$ cat src/rtl/usb_wb_arb.sv
// Two-master round-robin Wishbone arbiter in front of the USB core slave port.
// One transaction at a time, with a watchdog that errors out a hung slave cycle.
module usb_wb_arb #(
  parameter int unsigned AW      = 14,
  parameter int unsigned DW      = 32,
  parameter int unsigned TIMEOUT = 255
) (
  input  logic          clk,
  input  logic          rst_n,
  input  logic [AW-1:0] m0_addr,
  input  logic [DW-1:0] m0_wdata,
  output logic [DW-1:0] m0_rdata,
  input  logic          m0_we,
  input  logic          m0_cyc,
  output logic          m0_ack,
  output logic          m0_err,
  input  logic [AW-1:0] m1_addr,
  input  logic [DW-1:0] m1_wdata,
  output logic [DW-1:0] m1_rdata,
  input  logic          m1_we,
  input  logic          m1_cyc,
  output logic          m1_ack,
  output logic          m1_err,
  output logic [AW-1:0] s_addr,
  output logic [DW-1:0] s_wdata,
  input  logic [DW-1:0] s_rdata,
  output logic          s_we,
  output logic          s_cyc,
  input  logic          s_ack,
  output logic [1:0]    grant,
  output logic          timeout_evt
);

  localparam int unsigned CW      = (TIMEOUT > 0) ? $clog2(TIMEOUT + 1) : 1;
  localparam logic [CW-1:0] WD_LAST = CW'(TIMEOUT - 1);
  localparam bit WD_EN            = (TIMEOUT != 0);

  typedef enum logic [1:0] {
    ST_IDLE   = 2'd0,
    ST_GNT    = 2'd1,
    ST_RETIRE = 2'd2
  } state_e;

  state_e        state_q, state_d;
  logic [1:0]    grant_q, grant_d;
  logic          ptr_q, ptr_d;       // 0: m0 has priority, 1: m1 has priority
  logic [CW-1:0] wd_cnt_q, wd_cnt_d;

  logic in_gnt;
  logic sel_m1;
  logic m_cyc_sel;
  logic wd_fire;

  // Bus steering from the granted master; everything reads zero outside GNT.
  assign sel_m1    = grant_q[1];
  assign in_gnt    = (state_q == ST_GNT) && (grant_q != 2'b00);
  assign m_cyc_sel = sel_m1 ? m1_cyc : m0_cyc;

  assign s_cyc   = in_gnt & m_cyc_sel;
  assign s_we    = in_gnt & (sel_m1 ? m1_we : m0_we);
  assign s_addr  = in_gnt ? (sel_m1 ? m1_addr : m0_addr) : '0;
  assign s_wdata = in_gnt ? (sel_m1 ? m1_wdata : m0_wdata) : '0;

  // A slave ack in the expiring cycle takes precedence over the watchdog.
  assign wd_fire = WD_EN & s_cyc & ~s_ack & (wd_cnt_q == WD_LAST);

  assign m0_ack      = s_cyc & s_ack & grant_q[0];
  assign m1_ack      = s_cyc & s_ack & grant_q[1];
  assign m0_err      = wd_fire & grant_q[0];
  assign m1_err      = wd_fire & grant_q[1];
  assign m0_rdata    = m0_ack ? s_rdata : '0;
  assign m1_rdata    = m1_ack ? s_rdata : '0;
  assign timeout_evt = wd_fire;
  assign grant       = grant_q;

  always_ff @(posedge clk or negedge rst_n) begin
    if (!rst_n) begin
      state_q  <= ST_IDLE;
      grant_q  <= 2'b00;
      ptr_q    <= 1'b0;
      wd_cnt_q <= '0;
    end else begin
      state_q  <= state_d;
      grant_q  <= grant_d;
      ptr_q    <= ptr_d;
      wd_cnt_q <= wd_cnt_d;
    end
  end

  always_comb begin
    state_d  = state_q;
    grant_d  = grant_q;
    ptr_d    = ptr_q;
    wd_cnt_d = wd_cnt_q;
    case (state_q)
      ST_IDLE: begin
        wd_cnt_d = '0;
        if (m0_cyc && m1_cyc) begin
          grant_d = ptr_q ? 2'b10 : 2'b01;
          state_d = ST_GNT;
        end else if (m0_cyc) begin
          grant_d = 2'b01;
          state_d = ST_GNT;
        end else if (m1_cyc) begin
          grant_d = 2'b10;
          state_d = ST_GNT;
        end
      end
      ST_GNT: begin
        // Ack, abort (cyc dropped) and timeout all retire and hand priority over.
        if (!s_cyc || s_ack || wd_fire) begin
          state_d  = ST_RETIRE;
          grant_d  = 2'b00;
          ptr_d    = grant_q[0];
          wd_cnt_d = '0;
        end else begin
          wd_cnt_d = wd_cnt_q + CW'(1);
        end
      end
      ST_RETIRE: begin
        state_d = ST_IDLE;
        grant_d = 2'b00;
      end
      default: begin
        state_d  = ST_IDLE;
        grant_d  = 2'b00;
        wd_cnt_d = '0;
      end
    endcase
  end

endmodule
$ cat config.mk
export PLATFORM = sky130hd
export DESIGN_NAME = usb_wb_arb
export DESIGN_NICKNAME = d
export VERILOG_FILES = /design/src/rtl/usb_wb_arb.sv
export SDC_FILE = /design/constraint.sdc
export NUM_CORES = 1
export LEC_CHECK = 0
export CAP_MARGIN = 5
export CORE_MARGIN = 10
export CORE_UTILIZATION = 25
export DETAILED_ROUTE_END_ITERATION = 6
export GPL_ROUTABILITY_DRIVEN = 0
export PLACE_DENSITY = 0.81
export SYNTH_ARGS = -nofsm -noshare
export SYNTH_HDL_FRONTEND = slang
export SYNTH_SLANG_ARGS = --single-unit
$ cat constraint.sdc
create_clock -name clk -period 1.9 [get_ports clk]
set_input_delay 0.285 -clock clk [delete_from_list [all_inputs] [get_ports clk]]
set_output_delay 0.285 -clock clk [all_outputs]
set_load 0.01 [all_outputs]
Word-level counts from Yosys, hierarchy flattened
Cells that the tools add are included.
W data, S select, Z words.
{"block": "word_totals", "ff_bits": 13, "in_bits": 131, "output_inout_bits": 119, "word_cells": 50}
{"block": "classes", "bitwise": 10, "add_sub_neg": 1, "n_mux": 21, "reduce_logical": 9, "n_eq_ne": 5}
{"op": "$mux W32", "count": 4}
{"op": "$mux W14", "count": 2}
{"op": "$mux W2", "count": 9}
{"op": "$pmux W8 S2", "count": 1}
{"op": "$and A1 B1 Y1", "count": 9}
{"op": "$add A8 B1 Y8 const B", "count": 1}
{"op": "$eq A8 B8 Y1 const B", "count": 1}
{"op": "$mux W8", "count": 1}
{"op": "$pmux W2 S2", "count": 2}
{"op": "$ne A4 B4 Y1 const B", "count": 1}
{"op": "$reduce_and A2 Y1", "count": 2}
{"op": "$eq A2 B1 Y1 const B", "count": 1}
{"op": "$eq A2 B2 Y1 const B", "count": 1}
{"op": "$logic_and A1 B1 Y1", "count": 2}
{"op": "$logic_not A2 Y1", "count": 1}
{"op": "$logic_or A1 B1 Y1", "count": 2}
{"op": "$mux W1", "count": 2}
{"op": "$ne A2 B1 Y1 const B", "count": 1}
{"op": "$reduce_bool A2 Y1", "count": 1}
{"op": "$logic_not A1 Y1", "count": 1}
{"op": "$not A1 Y1", "count": 1}

Depth between registers and ports, before layout
Gate-level depths: netlist of the first run.
{"block": "logic_depth", "ltp_word": 8, "mapped_depth": 6, "mapped_depth_nobuf": 6}

Worst setup path before layout of the first run
OpenSTA, ideal clock, no wires.
{"block": "synth_timing", "kind": "register -> output", "startpoint": "register grant_q[1] (netlist: grant[1])", "endpoint": "output m0_rdata[10]", "t_required_ns": 1.615, "n_path_buf": 2, "path_stages_with_launch": 7, "path_slack_ns": -0.043, "arrival_ns": 1.658, "cell_sequence": "dfrtp_1 -> buf_6 -> nand3b_4 -> a21oi_1 -> and3_1 -> clkbuf_1 -> and2_1"}
{"block": "synth_between", "elab_chain_cells": 6, "elab_cells_between_ends": 7, "classes_between": "mux: 2; bitwise: 3; reduce/logical: 2"}
{"element": "start, declared", "line": "45", "source": "logic [1:0] grant_q, grant_d;"}
{"element": "start signal, assigned", "line": "84", "source": "grant_q <= grant_d;"}
{"element": "$reduce_bool A2 Y1", "line": "56", "source": "assign in_gnt = (state_q == ST_GNT) && (grant_q != 2'b00);"}
{"element": "$logic_and A1 B1 Y1", "line": "56"}
{"element": "$and A1 B1 Y1 *", "line": "59", "source": "assign s_cyc = in_gnt & m_cyc_sel;"}
{"element": "via s_cyc", "line": "28", "source": "output logic s_cyc,"}
{"element": "$and A1 B1 Y1 * (2 in a row)", "line": "67", "source": "assign m0_ack = s_cyc & s_ack & grant_q[0];"}
{"element": "$mux W32 *", "line": "71", "source": "assign m0_rdata = m0_ack ? s_rdata : '0;"}
{"element": "end, declared", "line": "12", "source": "output logic [DW-1:0] m0_rdata,"}
Mark *: on every way through the listed nets, which the timed path passes. The rest lies on a longest branch.

Worst setup path after layout of the first run
{"block": "layout_timing", "startpoint": "register grant_q[1] (netlist: grant[1])", "endpoint": "output m0_rdata[28]"}
{"block": "layout_between", "elab_chain_cells": 6, "elab_cells_between_ends": 7, "classes_between": "mux: 2; bitwise: 3; reduce/logical: 2"}
{"element": "$reduce_bool A2 Y1", "line": "56"}
{"element": "$logic_and A1 B1 Y1", "line": "56"}
{"element": "$and A1 B1 Y1 *", "line": "59"}
{"element": "$and A1 B1 Y1 * (2 in a row)", "line": "67"}
{"element": "$mux W32 *", "line": "71"}
Mark *: on every way between the ends. The rest lies on a longest branch, timed or not.

==> results.cfg, run 1 <==
[outcome]
status = complete, but fails checks
violations = negative setup slack

[yosys]
synth_top_family_by_area = simple AND/OR/NAND/NOR gates
synth_compound_area_share_pct = 7.847
synth_top_area_share_pct = 25.22
yosys_most_used_dff = dfrtp_1
synth.distinct_cells = 33
synth_mux_area_share_pct = 25.82
postSynth.asyncResetShare_pct = 100.0
synth_common_cells = and2_1, nor2_1, mux2i_1, dfrtp_1
ys_ff_latch = 13
syn_area_um2 = 1866
synth-xor-area-share_pct = 0.4695
synth_area_leaders = mux2i_1, and2_1, dfrtp_1
synth_adder_area_share_pct = 1.341
post-synth-top-area-cell = mux2i_1
syn_inst = 256
synth-edff-count = 0
ys_warn_count = 0
synth-simple-area-share_pct = 41.72
synth.most_common_cell = and2_1
avgSynthCellArea_um2 = 7.287
synth_nets = 389
ys_seq_area_share_pct = 17.44

[routing]
drtIter0Drc = 117
drc = 0
route.vias.total = 2979
drt-pass1-iter-count = 5
ant_nets = 0
wire_per_inst_um = 20.35
post_drt_via_cell_ratio = 4.669
wl_um = 12990

[sta]
worstMarginPinSlew_ns = 0.5827
hold_viol_final = 0
fin_crit_sh_pct = 106.6
setup_ws_ns = -0.1245
setup_violations = 97
rsz0062_at_grt = yes
relSlewSlack_pct = 61.03
max_freq_mhz = 494.0
period_needed_ns = 2.024
whs_ns = 0.4071
drv_slew = 0
finClkSkew_ns = 0.002418

[worst_setup_path]
reg2reg_setup_slack_ns = 0.07
worst-setup-path-type = reg -> out
cpMostUsedCell = buf_6
ff2ff_path_depth = 7
crit_start = grant[1]
timing.rr.end = wd_cnt_q[7]
r2r-start = grant[1]
cp-end-kind = output port
crit_fanout = 8
crit_slowest_cell = dfrtp_2
endpoint = m0_rdata[28]
worstPathArrival_ns = 1.74
cpPeakStageDelay_ns = 0.40
cp.required_ns = 1.62
cp-start-kind = flop
path_cells = nand3b_4 > a21oi_4 > and3_4 > buf_6 > buf_16 > and2_4 > buf_6

[place]
place_ws_ns = -0.6085
place_area_um2 = 4677
hpwl_um = 9903
port-buffer-count = 249

[clock_tree]
cts_made_buffers = 3
clockRootBuffer = clkbuf_8
clockBufferDepth = 2
cts_tree = yes
htree_levels = 1
hold_buffers = 0
worstSkewPairLatency_ns = 0.25
clk_pin_slew_ns = 0.05
cts.sinks = 13

[global_route]
grt_busiest_layer = met2
grt_pass1_vias = 3063
gr-usage-met3_pct = 8.454
gr-total-overflow = 0
antenna_found_initial = 0
grtUsageTotal_pct = 18.85
grt_max_degree = 39
met2_usage_pct = 35.73
grtUsageMet1_pct = 18.53
grt_first_pass_wirelength_um = 17250

[die]
num_rows = 31
dieArea_um2 = 11320
core_um2 = 7253
die_w_um = 106.4
num_io_pins = 250
floorplan.initialDensity_pct = 25.72
die_h_um = 106.4

[worst_hold_path]
hp-class = in -> async

[power]
fin_total_pwr_w = 0.003131
ir_drop_uv = 455.5
p_leak_nw = 2.371
p_per_area_nw_per_um2 = 617.7

[final_layout]
fin_nets = 673
design_area_um2 = 5069
antenna_cells = 0
drive_gt1_share_pct = 45.83
synthToLayoutAreaGrowth_pct = 171.7

[flow_run]
drv_cap = 0
==> registers in the layout, summed over array words and instances (netlist names) <==
name	cells
grant	2
wd_cnt_q	8
ptr_q	1
state_q	2
==> cell families after synthesis <==
family                     count (synthesis)
AOI/OAI and AO/OA                         21
buffers and inverters                     23
and+or+nand+nor                          148
xor gates and xnor gates                   1
muxes                                     48
adders and majority gates                  2
DFF                                       13
==> worst min path at each step <==
stage                           start           to  slack (ns)  cells past startpoint
after global routing            rst_n        ptr_q        0.45                      1
after CTS                       rst_n        ptr_q        0.44                      1
final                           rst_n        ptr_q        0.41                      1
after global placement    wd_cnt_q[7]  wd_cnt_q[7]        0.50                      2
after detailed placement        ptr_q        ptr_q        0.52                      1
after floorplan                 rst_n     grant[0]       -0.01                      0
==> area by class of cell <==
type	instances	area, um^2
tap	99	123.9
timing repair buffer	297	2885
inverter	5	18.77
clock buffer	4	45.04
sequential	13	326.6
fill	565	2185
multi-input combinational	220	1669
==> layer usage <==
layer  wire length, um  share of wire [%]  up-vias
met5                 0                  0        -
met2              6991                 54      171
met3              1462                 11        8
met1              4426                 34     1379
li1                  -                  -     1421
met4               105               0.81        0
==> worst max-delay path: cells and delay by family (launching register included) <==
family	cells	cell delay [ns]
AND/OR/NAND/NOR	3	0.53
flip-flops	1	0.40
AO/OA/AOI/OAI	1	0.18
buffers and inverters	3	0.35
==> through the flow <==
stage	setup TNS, ns	utilization, %	instances
CTS	-5.348	63.74	624
global placement	-40.49	64.48	614
detailed placement	-45.65	64.48	614
finish	-8.383	69.88	638
global route	-14.50	69.88	638
floorplan	0	-	256
==> repair_timing <==
| action | in CTS | in global routing |
|---|---|---|
| cloned | 2 | 7 |
| buffers inserted | 4 | 7 |
| endpoints found under the setup margin | 117 | 101 |
| resized for setup | 422 | 196 |
| endpoints found under the hold margin | 0 | 0 |
| pin swaps | 17 | 32 |
==> where the power goes <==
group | leakage [nW] | internal (W) | switching (W)
Clock | 0.0228 | 0.000148 | 0.000102
Sequential | 0.174 | 0.000328 | 0.0000375
Combinational | 2.17 | 0.00138 | 0.00113
Total | 2.37 | 0.00186 | 0.00127
==> cell usage in the layout (no fill, tap or decap), types with 2 or more instances in the layout <==
cell type,synthesis,layout
a31oi_1,2,2
and2_1,65,15
and2_4,0,50
and3_1,4,2
and3_4,0,2
buf_12,0,8
buf_16,0,2
buf_2,5,53
buf_4,0,28
buf_6,1,60
clkbuf_16,0,6
clkbuf_2,0,7
clkbuf_8,0,3
clkdlybuf4s50_1,0,130
dfrtp_1,13,12
dlygate4sd2_1,0,2
ha_1,2,2
inv_1,5,5
mux2i_1,47,47
nand2_1,10,9
nand2b_1,3,2
nand3_1,9,8
nor2_1,49,34
nor2_2,0,14
nor2b_1,2,2
nor3_1,3,2
o21ai_0,7,7
Power figures use the tool's default switching activity.
==> run 2: changes to the inputs <==
--- a/config.mk
+++ b/config.mk
@@ -6,11 +6,12 @@
 export NUM_CORES = 1
 export LEC_CHECK = 0
 export CAP_MARGIN = 5
-export CORE_MARGIN = 10
-export CORE_UTILIZATION = 25
+export CORE_AREA = 2 2 98 100
+export CTS_CLUSTER_DIAMETER = 60
 export DETAILED_ROUTE_END_ITERATION = 6
+export DIE_AREA = 0 0 100 102
 export GPL_ROUTABILITY_DRIVEN = 0
-export PLACE_DENSITY = 0.81
+export PLACE_DENSITY = 0.69
 export SYNTH_ARGS = -nofsm -noshare
 export SYNTH_HDL_FRONTEND = slang
 export SYNTH_SLANG_ARGS = --single-unit
==> results.cfg, run 2 (synthesized netlist as in run 1, its figures left out) <==
[outcome]
status = complete, but fails checks
violations = negative setup slack

[routing]
wire_per_inst_um = 15.57
ant_nets = 0
route.vias.total = 2919
drtIter0Drc = 84
drt-pass1-iter-count = 4
drc = 0
wl_um = 10140
post_drt_via_cell_ratio = 4.484

[worst_setup_path]
cp_num_buf_inv = 3
cp-end-kind = output port
reg2reg_setup_slack_ns = 0
cp.required_ns = 1.62
path_cells = nand3b_4 > a21oi_2 > buf_4 > and3_4 > buf_12 > and2_4 > buf_2
path_delay_family = simple AND/OR/NAND/NOR gates
worstPathArrival_ns = 1.76
crit_slowest_cell = dfrtp_2
cpPeakStageDelay_ns = 0.42
crit_fanout = 17
worst-setup-path-type = reg -> out
cp-start-kind = flop

[clock_tree]
hold_buffers = 0
worstSkewPairLatency_ns = 0.24
clk_pin_slew_ns = 0.06
clockBufferDepth = 2
htree_levels = 1
cts_made_buffers = 3
clockRootBuffer = clkbuf_8
cts.sinks = 13
cts_tree = yes

[final_layout]
fin_nets = 674
synthToLayoutAreaGrowth_pct = 160.7
layout_commonest_cell = clkdlybuf4s50_1
final_cell_mix = clkdlybuf4s50_1, buf_2, and2_1
largest_reg_flops = 8
drive_gt1_share_pct = 40.19
regMostFlops = wd_cnt_q
antenna_cells = 0

[power]
p_leak_nw = 2.338
fin_total_pwr_w = 0.003364
ir_drop_uv = 366.9
p_per_area_nw_per_um2 = 691.6

[die]
num_io_pins = 250
die_h_um = 102
num_rows = 35
floorplan.initialDensity_pct = 20.48
core_um2 = 9109
die_w_um = 100
dieArea_um2 = 10200

[sta]
max_freq_mhz = 488.8
period_needed_ns = 2.046
relSlewSlack_pct = 61.78
drv_slew = 0
fin_crit_sh_pct = 107.7
whs_ns = 0.4076
rsz0062_at_grt = yes
finClkSkew_ns = 0.0009212
hold_viol_final = 0
setup_ws_ns = -0.1460
fin_tns_setup_ns = -6.730
worstMarginPinSlew_ns = 0.5715
setup_violations = 75

[place]
port-buffer-count = 249
hpwl_um = 7908
place_ws_ns = -0.6665

[global_route]
grt_pass1_vias = 2836
grt_first_pass_wirelength_um = 14320
grt_max_degree = 34
grtUsageTotal_pct = 17.66
gr-total-overflow = 0
antenna_found_initial = 0

[flow_run]
drv_cap = 0

[worst_hold_path]
hp-class = in -> async
[run 2: cell types whose count changed in the layout (fill, tap and decap cells not counted), sizes merged]
cell	change
clkbuf	-9
clkdlybuf4s50	-1
clkdlybuf4s15	+2
buf	+2
dlygate4sd2	+5
dlymetal6s2s	+1
bufbuf	+1
[run 2: power breakdown]
group	internal (W)	switching, W
registers	0.000328	0.0000432
clock network	0.000148	0.000102
logic	0.00157	0.00117
total	0.00205	0.00131
[run 2: area by class of cell]
type	count	area [um^2]
repair buffers	298	2696
clock buffers	4	45.04
fillers	870	4245
flip-flops and latches	13	326.6
inverters	5	18.77
well taps	111	138.9
multi-input cells	220	1638
[run 2: worst paths after layout]
kind,start,endpoint,depth (start not counted)
worst max-delay path,grant[1],m1_rdata[25],7
worst min-delay path,rst_n,wd_cnt_q[0],1
worst min register to register,ptr_q,ptr_q,1
min in group clk,ptr_q,ptr_q,1
max in group asynchronous,rst_n,grant[1],1
worst max register to register,state_q[1],wd_cnt_q[7],7
[run 2: per-stage QoR]
step | area, um^2 | cells | util [%]
global route | 4863 | 651 | 53.39
detailed placement | 4669 | 623 | 51.26
CTS | 4573 | 648 | 50.21
finish | 4863 | 651 | 53.39
global placement | 4669 | 623 | 51.26
floorplan | 1869 | 256 | -
[run 2: layer usage]
layer	track usage [%]	vias up	wire length, um
met5	0	-	0
met2	35.91	168	5598
met3	4.583	7	924
met4	3.267	0	89
met1	18.22	1320	3523
li1	-	1424	-
[run 2: repair_timing]
action | in CTS | in global routing
gates cloned | 5 | 2
buffers inserted | 17 | 4
endpoints found under the setup margin | 118 | 115
resized for setup | 463 | 93
pin swaps | 8 | 25
==> run 3: changes to the inputs <==
--- a/config.mk
+++ b/config.mk
@@ -11,7 +11,7 @@
 export DETAILED_ROUTE_END_ITERATION = 6
 export DIE_AREA = 0 0 100 102
 export GPL_ROUTABILITY_DRIVEN = 0
-export PLACE_DENSITY = 0.69
+export PLACE_DENSITY = 0.67
 export SYNTH_ARGS = -nofsm -noshare
 export SYNTH_HDL_FRONTEND = slang
 export SYNTH_SLANG_ARGS = --single-unit
==> results.cfg, run 3 (synthesized netlist as in run 1, its figures left out) <==
[outcome]
status = complete, but fails checks
violations = negative setup slack

[die]
dieArea_um2 = 10200
num_io_pins = 250
core_um2 = 9109
die_w_um = 100
floorplan.initialDensity_pct = 20.48
num_rows = 35
die_h_um = 102

[routing]
wire_per_inst_um = 15.40
drtIter0Drc = 55
drt-pass1-iter-count = 4
post_drt_via_cell_ratio = 4.491
drc = 0
route.vias.total = 2901
ant_nets = 0
wl_um = 9950

[worst_setup_path]
path_cells = nand3b_4 > a21oi_4 > buf_4 > and3_4 > buf_12 > and2_1 > buf_2
cp-start-kind = flop
worst-setup-path-type = reg -> out
cp.required_ns = 1.62
crit_fanout = 17
cp-end-kind = output port
cpPeakStageDelay_ns = 0.40
crit_slowest_cell = dfrtp_2
worstPathArrival_ns = 1.75

[power]
ir_drop_uv = 403.9
p_leak_nw = 2.291
p_per_area_nw_per_um2 = 639.0

[clock_tree]
htree_levels = 1
hold_buffers = 0
worstSkewPairLatency_ns = 0.25
clockBufferDepth = 2
clk_pin_slew_ns = 0.06
cts_tree = yes
cts_made_buffers = 3
clockRootBuffer = clkbuf_8
cts.sinks = 13

[global_route]
gr-total-overflow = 0
antenna_found_initial = 0
grt_first_pass_wirelength_um = 14230
grt_max_degree = 21
grt_pass1_vias = 2777
grtUsageTotal_pct = 17.47

[final_layout]
regMostFlops = wd_cnt_q
design_area_um2 = 4743
synthToLayoutAreaGrowth_pct = 154.3
largest_reg_flops = 8
fin_util_pct = 52.07
final_cell_mix = clkdlybuf4s50_1, buf_2, mux2i_1, nor2_1, buf_6
layout_commonest_cell = clkdlybuf4s50_1
antenna_cells = 0
fin_nets = 669
drive_gt1_share_pct = 38.69

[place]
place_area_um2 = 4692
place_ws_ns = -0.6190
hpwl_um = 7814
port-buffer-count = 249

[sta]
fin_crit_sh_pct = 107.1
worstMarginPinSlew_ns = 0.6175
drv_slew = 0
max_freq_mhz = 491.6
period_needed_ns = 2.034
whs_ns = 0.4125
relSlewSlack_pct = 58.75
rsz0062_at_grt = yes
finClkSkew_ns = 0.003808
setup_violations = 82
hold_viol_final = 0
setup_ws_ns = -0.1342

[worst_hold_path]
hp-class = in -> async

[flow_run]
drv_cap = 0
==> run 3: path summary, 6_finish.rpt <==
check,from,endpoint,slack (ns),cells past startpoint
setup / recovery,grant[1],m0_rdata[17],-0.13,7
hold / removal,rst_n,wd_cnt_q[1],0.41,1
setup reg to reg,grant[1],wd_cnt_q[7],0.07,7
hold reg to reg,ptr_q,ptr_q,0.53,1
max in group asynchronous,rst_n,grant[1],1.06,1
min in group clk,ptr_q,ptr_q,0.53,1
==> run 3: layout make-up <==
type | count | area [um^2]
Clock buffer | 4 | 45.04
Fill cell | 916 | 4365
Inverter | 5 | 18.77
Multi-Input combinational cell | 220 | 1567
Sequential cell | 13 | 326.6
Tap cell | 111 | 138.9
Timing Repair Buffer | 293 | 2648
==> run 3: critical path, delay by kind of cell, from the launching register on <==
family / cells / cell delay [ns]
buffers and inverters: 3 / 0.40
flip-flops: 1 / 0.40
AND/OR/NAND/NOR: 3 / 0.52
AO/OA/AOI/OAI: 1 / 0.17
==> run 3: routing by layer <==
metal  GRT usage [%]  vias up  wire [um]  share of wire [%]
met4           4.847        0        266                2.7
met5               0        -          0                  0
met2           33.94      171       5269                 53
li1                -     1408          -                  -
met3           4.651       19        961                9.7
met1           18.58     1303       3453                 35
==> run 3: per-stage QoR <==
stage	std cells	power (W)	setup TNS (ns)
finish	646	0.003031	-7.253
global placement	626	0.002621	-39.67
global route	646	0.003238	-14.05
floorplan	256	0.001402	0
detailed placement	626	0.002634	-41.38
CTS	647	0.002978	-5.702
==> run 3: timing repair <==
action | 4_1_cts | 5_1_grt
resized for setup | 487 | 77
pin swaps | 6 | 22
setup buffers | 13 | 1
setup endpoints to repair | 119 | 109
gates cloned | 5 | 2
==> run 3: report_power, final <==
part / leakage (nW) / switching (W) / internal [W]
clock: 0.0228 / 0.000105 / 0.000148
combinational: 2.09 / 0.00107 / 0.00135
sequential: 0.174 / 0.0000370 / 0.000327
